## config.mk

```make
export PLATFORM = sky130hd
export DESIGN_NAME = kb_led_ctrl
export DESIGN_NICKNAME = d
export VERILOG_FILES = /design/src/rtl/kb_led_ctrl.sv
export SDC_FILE = /design/constraint.sdc
export NUM_CORES = 1
export LEC_CHECK = 0
export CAP_MARGIN = 20
export CORE_UTILIZATION = 53
export CTS_CLUSTER_DIAMETER = 120
export DETAILED_ROUTE_END_ITERATION = 8
export PLACE_DENSITY = 0.79
export SLEW_MARGIN = 20
export SYNTH_ARGS = -nofsm -noshare
export SYNTH_HDL_FRONTEND = slang
export SYNTH_SLANG_ARGS = --single-unit
```

## constraint.sdc

```tcl
create_clock -name clk -period 2.31 [get_ports clk]
set_input_delay 0.693 -clock clk [delete_from_list [all_inputs] [get_ports clk]]
set_output_delay 0.693 -clock clk [all_outputs]
set_load 0.05 [all_outputs]
```

## src/rtl/kb_led_ctrl.sv

```systemverilog
// PS/2 "Set LEDs" sequencer: sends 0xED + argument, handles ACK/resend/timeout, forwards other rx bytes.
// Optional KB_LED_AUTO_EN: decode lock-key make codes from the forwarded stream and auto-update LEDs.
module kb_led_ctrl #(
  parameter int TIMEOUT_CYC = 2500000,
  parameter int MAX_RETRY   = 3
) (
  input  logic       clk,
  input  logic       rst,
  input  logic       led_req,
  input  logic [2:0] led_val,
  output logic       busy,
  output logic       done_tick,
  output logic       err_tick,
  output logic [2:0] led_state,
  input  logic       tx_idle,
  output logic       tx_wr,
  output logic [7:0] tx_din,
  input  logic       rx_done_tick,
  input  logic [7:0] rx_data,
  output logic       fwd_tick,
  output logic [7:0] fwd_data
);
  localparam int TW = $clog2(TIMEOUT_CYC);
  localparam int RW = $clog2(MAX_RETRY + 1);
  localparam logic [TW-1:0] TMAX = TW'(TIMEOUT_CYC - 1);

  typedef enum logic [2:0] {IDLE, SEND_CMD, WAIT_ACK1, SEND_ARG, WAIT_ACK2, DONE, ERR} state_t;

  state_t          state_q, state_d;
  logic [2:0]      arg_q, arg_d;
  logic [RW-1:0]   retry_q, retry_d;
  logic [TW-1:0]   timer_q, timer_d;
  logic            busy_q, busy_d;
  logic            done_tick_q, done_tick_d;
  logic            err_tick_q, err_tick_d;
  logic [2:0]      led_state_q, led_state_d;
  logic            tx_wr_q, tx_wr_d;
  logic [7:0]      tx_din_q, tx_din_d;
  logic            fwd_tick_q, fwd_tick_d;
  logic [7:0]      fwd_data_q, fwd_data_d;
`ifdef KB_LED_AUTO_EN
  logic            brk_q, brk_d;
  logic [2:0]      shadow_q, shadow_d;
  logic            auto_pend_q, auto_pend_d;
`endif

  logic in_txn, is_ack, is_rsd, fwd;
  assign is_ack = (rx_data == 8'hFA);
  assign is_rsd = (rx_data == 8'hFE);
  assign in_txn = (state_q == SEND_CMD) || (state_q == WAIT_ACK1) ||
                  (state_q == SEND_ARG) || (state_q == WAIT_ACK2);
  // ACK/resend bytes are only swallowed while a transaction owns them
  assign fwd = rx_done_tick && !(in_txn && (is_ack || is_rsd));

  always_comb begin
    state_d     = state_q;
    arg_d       = arg_q;
    retry_d     = retry_q;
    timer_d     = timer_q;
    busy_d      = busy_q;
    done_tick_d = 1'b0;
    err_tick_d  = 1'b0;
    led_state_d = led_state_q;
    tx_wr_d     = 1'b0;
    tx_din_d    = tx_din_q;
    fwd_tick_d  = fwd;
    fwd_data_d  = fwd ? rx_data : fwd_data_q;
`ifdef KB_LED_AUTO_EN
    brk_d       = brk_q;
    shadow_d    = shadow_q;
    auto_pend_d = auto_pend_q;
`endif

    unique case (state_q)
      IDLE: begin
        if (led_req) begin
          arg_d   = led_val;
          retry_d = '0;
          busy_d  = 1'b1;
          state_d = SEND_CMD;
        end
`ifdef KB_LED_AUTO_EN
        else if (auto_pend_q) begin
          arg_d       = shadow_q;
          retry_d     = '0;
          busy_d      = 1'b1;
          auto_pend_d = 1'b0;
          state_d     = SEND_CMD;
        end
`endif
      end
      SEND_CMD, SEND_ARG: begin
        if (tx_idle) begin
          tx_wr_d  = 1'b1;
          tx_din_d = (state_q == SEND_CMD) ? 8'hED : {5'b0, arg_q};
          timer_d  = '0;
          state_d  = (state_q == SEND_CMD) ? WAIT_ACK1 : WAIT_ACK2;
        end
      end
      WAIT_ACK1, WAIT_ACK2: begin
        if (timer_q != TMAX) timer_d = timer_q + TW'(1);
        if (rx_done_tick && is_ack) begin
          retry_d = '0;
          if (state_q == WAIT_ACK1) begin
            state_d = SEND_ARG;
          end else begin
            state_d     = DONE;
            done_tick_d = 1'b1;
            led_state_d = arg_q;
`ifdef KB_LED_AUTO_EN
            shadow_d    = arg_q;
`endif
          end
        end else if (rx_done_tick && is_rsd) begin
          if (retry_q < RW'(MAX_RETRY)) begin
            retry_d = retry_q + RW'(1);
            state_d = (state_q == WAIT_ACK1) ? SEND_CMD : SEND_ARG;
          end else begin
            state_d    = ERR;
            err_tick_d = 1'b1;
          end
        end else if (timer_q == TMAX) begin
          state_d    = ERR;
          err_tick_d = 1'b1;
        end
      end
      DONE, ERR: begin
        busy_d  = 1'b0;
        state_d = IDLE;
      end
      default: state_d = IDLE;
    endcase

`ifdef KB_LED_AUTO_EN
    // 0xE0 prefix leaves the break flag untouched so E0 F0 xx still reads as a break
    if (fwd) begin
      if (rx_data == 8'hF0) begin
        brk_d = 1'b1;
      end else if (rx_data != 8'hE0) begin
        brk_d = 1'b0;
        if (!brk_q) begin
          case (rx_data)
            8'h58: begin shadow_d[2] = ~shadow_d[2]; auto_pend_d = 1'b1; end
            8'h77: begin shadow_d[1] = ~shadow_d[1]; auto_pend_d = 1'b1; end
            8'h7E: begin shadow_d[0] = ~shadow_d[0]; auto_pend_d = 1'b1; end
            default: ;
          endcase
        end
      end
    end
`endif
  end

  always_ff @(posedge clk or posedge rst) begin
    if (rst) begin
      state_q     <= IDLE;
      arg_q       <= '0;
      retry_q     <= '0;
      timer_q     <= '0;
      busy_q      <= 1'b0;
      done_tick_q <= 1'b0;
      err_tick_q  <= 1'b0;
      led_state_q <= '0;
      tx_wr_q     <= 1'b0;
      tx_din_q    <= '0;
      fwd_tick_q  <= 1'b0;
      fwd_data_q  <= '0;
`ifdef KB_LED_AUTO_EN
      brk_q       <= 1'b0;
      shadow_q    <= '0;
      auto_pend_q <= 1'b0;
`endif
    end else begin
      state_q     <= state_d;
      arg_q       <= arg_d;
      retry_q     <= retry_d;
      timer_q     <= timer_d;
      busy_q      <= busy_d;
      done_tick_q <= done_tick_d;
      err_tick_q  <= err_tick_d;
      led_state_q <= led_state_d;
      tx_wr_q     <= tx_wr_d;
      tx_din_q    <= tx_din_d;
      fwd_tick_q  <= fwd_tick_d;
      fwd_data_q  <= fwd_data_d;
`ifdef KB_LED_AUTO_EN
      brk_q       <= brk_d;
      shadow_q    <= shadow_d;
      auto_pend_q <= auto_pend_d;
`endif
    end
  end

  assign busy      = busy_q;
  assign done_tick = done_tick_q;
  assign err_tick  = err_tick_q;
  assign led_state = led_state_q;
  assign tx_wr     = tx_wr_q;
  assign tx_din    = tx_din_q;
  assign fwd_tick  = fwd_tick_q;
  assign fwd_data  = fwd_data_q;
endmodule

```

* Word level (Yosys, flattened, before mapping) *
Index checks and enable logic that the tools add are counted.

storage, ports and cells
  register bits after elaboration = 54
  input port bits = 16

operators by class
  add/subtract/negate cells = 2
  reduce and logical (&&, ||, !) cells = 23
  multiplexer cells = 31
  eq/ne operators = 16
  bitwise logic cells = 1
  order comparisons = 1

operators by type and width
  cell                     count
  $mux W22                 2
  $pmux W22 S2             1
  $mux W3                  8
  $add A22 B1 Y22 const B  1
  $eq A22 B22 Y1 const B   1
  $ne A22 B22 Y1 const B   1
  $eq A8 B8 Y1 const B     2
  $mux W1                  11
  $mux W2                  5
  $eq A3 B3 Y1 const B     3
  $pmux W3 S3              1
  $reduce_and A3 Y1        3
  $mux W8                  1
  $eq A3 B2 Y1 const B     2
  $ne A2 B2 Y1 const B     3
  $ne A3 B3 Y1 const B     2
  $reduce_and A2 Y1        3
  $reduce_bool A2 Y1       3
  $reduce_or A2 Y1         3
  $logic_and A1 B1 Y1      4
  $logic_or A1 B1 Y1       4
  $ne A4 B4 Y1 const B     1
  $pmux W2 S2              1
  $reduce_and A4 Y1        1
  other kinds (7)          7

* Logic depth before layout (Yosys ltp) *
  depth after elaboration = 7
  depth in mapped cells = 7

* Worst setup path after synthesis *
No wires, ideal clock.

  path kind = in2reg
  from = in rx_data[0]
  to = reg fwd_data_q[1], in the netlist fwd_data[1]
  stages = 4
  buffers on the path = 0
  setup slack = 0.436 ns
  data arrival time = 1.750 ns
  data required time = 2.185 ns
  setup time = 0.125 ns
  path through = and3b_1 nand2_1 o31ai_4 mux2_2

between the ends
  longest elaborated chain between the ends = 5
  elaborated cells between the ends (all ways) = 6
  classes of those cells = eq/ne (2); reduce/logical (4)

ends and longest elaborated chain
  item                                    line    text
  start: declaration                      19      input logic [7:0] rx_data,
  $eq A8 B8 Y1, on equally long branches  48, 49
  $logic_or A1 B1 Y1 (*)                  53      assign fwd = rx_done_tick && !(in_txn && (is_ack || is_rsd));
  $logic_and A1 B1 Y1 (*)                 53
  $logic_not A1 Y1 (*)                    53
  $logic_and A1 B1 Y1 (*)                 53
  end signal: assignment                  185     fwd_data_q <= fwd_data_d;
  end: declaration                        40      logic [7:0] fwd_data_q, fwd_data_d;

Every way passes the cells marked *; elsewhere a longest branch is shown, timed or not.
A chain may end at the register's enable or synchronous reset.

==> results.ini <==
[sta]
hold_viol = 0
min_period_ns = 2.238
holdWs_ns = 0.4795
setup_viol = 0
relSlewSlack_pct = 65.21
postLayoutSetupSlackWorst_ns = 0.07195
tightestPinTransition_ns = 0.5203
rsz0062_at_grt = no
fmaxAchievable_ghz = 0.4468
clock_skew_ns = 0.006784
report.final.slew_viol_count = 0
period_share_pct = 96.89

[floorplan]
start_util_pct = 56.35
die_y_um = 70.97
chipWidth_um = 70.97
die_area_um2 = 5037
io_pins = 40
rows = 24
core_area_um2 = 4474

[global_routing]
grt_max_degree = 51
use_met3_pct = 4.986
use_met2_pct = 35.26
grt.total_usage_pct = 22.37
grt_pass1_vias = 1974
busiest_layer = met2
antenna_found_initial = 0
use_met1_pct = 31.18
grt_pass1_wl_um = 8956
grt-ovfl-total = 0

[cts]
clkSinkCount = 50
cts_setup_buffers = 0
cts_buffers = 5
cts_resized = 0
path_clk_slew_ns = 0.09
clockBufferDepth = 2
cts_hold_buf = 0
cts_root_buf = clkbuf_8
cts_tree = built
h-tree-depth = 2
insertion_delay_ns = 0.30

[synth]
ys_warn_count = 0
ys_seq_elements = 50
synth_commonest_cells = dfrtp_1 (50), nand2_1 (28), nor2_1 (26), nand3_1 (16), xor2_1 (14)
yosysUniqueCellTypes = 46
syn_inst = 251
ys_seq_area_share_pct = 49.63
synth_top_cell_area_share_pct = 49.63
syn-num-nets = 269
synth_most_common_cell = dfrtp_1
synth.area.top_cells = dfrtp_1 (50%), mux2_2 (5.4%), xor2_1 (4.9%)
postSynth.asyncResetShare_pct = 100.0
syn_area_um2 = 2521
yosys_most_used_dff = dfrtp_1
yosys.area.top_type = dfrtp_1
synth_enable_flop_cells = 0
syn_area_per_cell_um2 = 10.04

[worst_setup_path]
path_buf_inv = 1
critPathMaxFanout = 5
reg2reg_slack_ns = 0.46
worstRegToRegCells = 6
r2r-start = timer_q[0]$_DFFE_PP0P_
cp_slowest_cell = clkdlybuf4s50_1
r2r_end = state_q[1]$_DFFE_PP0P_
path_depth = 1
crit_path_start = tx_din[6]$_DFFE_PP0P_
cp-start-kind = flop
cp_slowest_stage_delay_ns = 0.83
path_class = reg -> out
worstPathCellList = clkdlybuf4s50_1
crit_family = buffers and inverters
endpoint_kind = primary output
arrival_ns = 1.55
critPathCapture = tx_din[3]
required_ns = 1.62

[placement]
placed_cells = 345
dp_hpwl_um = 3503
post-place-ws_ns = -0.09362
io_buffers = 38
gp_congestion = 0.8139

[power]
peakVddDrop_uv = 534.8
power_mw = 3.178
power.density_nw_per_um2 = 1007
leakagePower_nw = 1.428

[detailed_routing]
drt_wl_total_um = 4953
viasPerCell = 5.646
wl_per_cell_um = 14.03
dr.first_iter.drc_count = 187
drc = 2
vias = 1993
ant_nets = 0
dr.pass1.iters = 6

[outcome]
status = finished with violations
failed_checks = design-rule violations

[layout]
area.growth.synth_to_final_pct = 25.16
final_cells = 353
final_nets = 318
n_antenna_cell = 0
drive_above_1_share_pct = 14.62

[job]
cap_violations = 0

[hold_path]
hp-class = reg -> reg

==> layout make-up <==
type / count / area, um^2
Fill cell: 335 / 1319
Sequential cell: 50 / 1251
Multi-Input combinational cell: 176 / 1142
Timing Repair Buffer: 55 / 545.5
Clock buffer: 7 / 76.32
Tap cell: 52 / 65.06
Inverter: 12 / 45.04
Clock inverter: 1 / 30.03
==> worst reg2reg max path: cells and delay by family (launching register included) <==
kind | cells | cell delay [ns]
flops | 1 | 0.41
fa+ha+maj | 1 | 0.24
compound gates | 1 | 0.11
mux | 1 | 0.27
simple gates | 3 | 0.71
==> how the worst min path moves through the flow <==
stage          slack [ns]  depth (start not counted)                      from                       end
4_1_cts              0.49                          2  led_state[2]$_DFFE_PP0P_  led_state[2]$_DFFE_PP0P_
3_5_place_dp         0.47                          2     tx_din[1]$_DFFE_PP0P_     tx_din[1]$_DFFE_PP0P_
5_1_grt              0.51                          2   fwd_data[0]$_DFFE_PP0P_   fwd_data[0]$_DFFE_PP0P_
6_report             0.48                          2     tx_din[1]$_DFFE_PP0P_     tx_din[1]$_DFFE_PP0P_
3_3_place_gp         0.46                          2     tx_din[1]$_DFFE_PP0P_     tx_din[1]$_DFFE_PP0P_
2_1_floorplan        0.48                          1    retry_q[1]$_DFFE_PP0P_    retry_q[1]$_DFFE_PP0P_
==> kinds of logic after synthesis <==
logic type	share of synthesized area, %
buf+inv	5.062
fa+ha+maj	0.9924
mux	7.345
flops	49.63
simple gates	21.54
compound gates	9.727
xor+xnor	5.559
other cells	0.1487
==> per-stage QoR <==
stage	area (um^2)	util [%]	setup TNS [ns]
floorplan	2521	-	0
global placement	3049	68.15	-0.3165
detailed placement	3049	68.15	-0.6794
CTS	3156	70.53	0
global route	3156	70.53	0
finish	3156	70.53	0
==> placed cells by master (no fill, tap or decap), types with 2 or more instances in the layout <==
| cell type | instances |
|---|---|
| a21oi_1 | 7 |
| inv_1 | 11 |
| a31oi_1 | 3 |
| xor2_1 | 14 |
| nand2_1 | 28 |
| buf_4 | 14 |
| mux2i_1 | 5 |
| and4_1 | 4 |
| nor2_2 | 2 |
| mux2_2 | 12 |
| a221oi_1 | 2 |
| clkbuf_8 | 5 |
| xnor2_1 | 2 |
| buf_12 | 3 |
| nor4bb_1 | 2 |
| nor3_1 | 5 |
| o21ai_0 | 11 |
| clkdlybuf4s50_1 | 38 |
| and2_1 | 3 |
| nand4_1 | 8 |
| dfrtp_1 | 50 |
| nand3_1 | 16 |
| clkbuf_1 | 2 |
| ha_1 | 2 |
| and3_1 | 4 |
| nor2_1 | 26 |
==> power by group <==
part / leakage (nW) / total, mW / internal [mW] / switching (mW)
logic: 0.725 / 1.42 / 0.547 / 0.869
registers: 0.650 / 1.16 / 1.03 / 0.135
clock network: 0.0524 / 0.599 / 0.324 / 0.275
==> state kept, by name, summed over array words and instances, names as in the netlist <==
| register | count |
|---|---|
| err_tick | 1 |
| timer_q | 22 |
| fwd_tick | 1 |
| retry_q | 2 |
| state_q | 3 |
| tx_din | 4 |
| busy | 1 |
| arg_q | 3 |
| led_state | 3 |
| fwd_data | 8 |
| done_tick | 1 |
| tx_wr | 1 |
==> per-layer routing <==
layer  routed length, um  part of all wire [%]
met3                 238                   4.8
met4                  73                   1.5
met2                2291                    46
met5                   0                     0
met1                2349                    47
No activity file was read; power rests on OpenSTA's default activity.
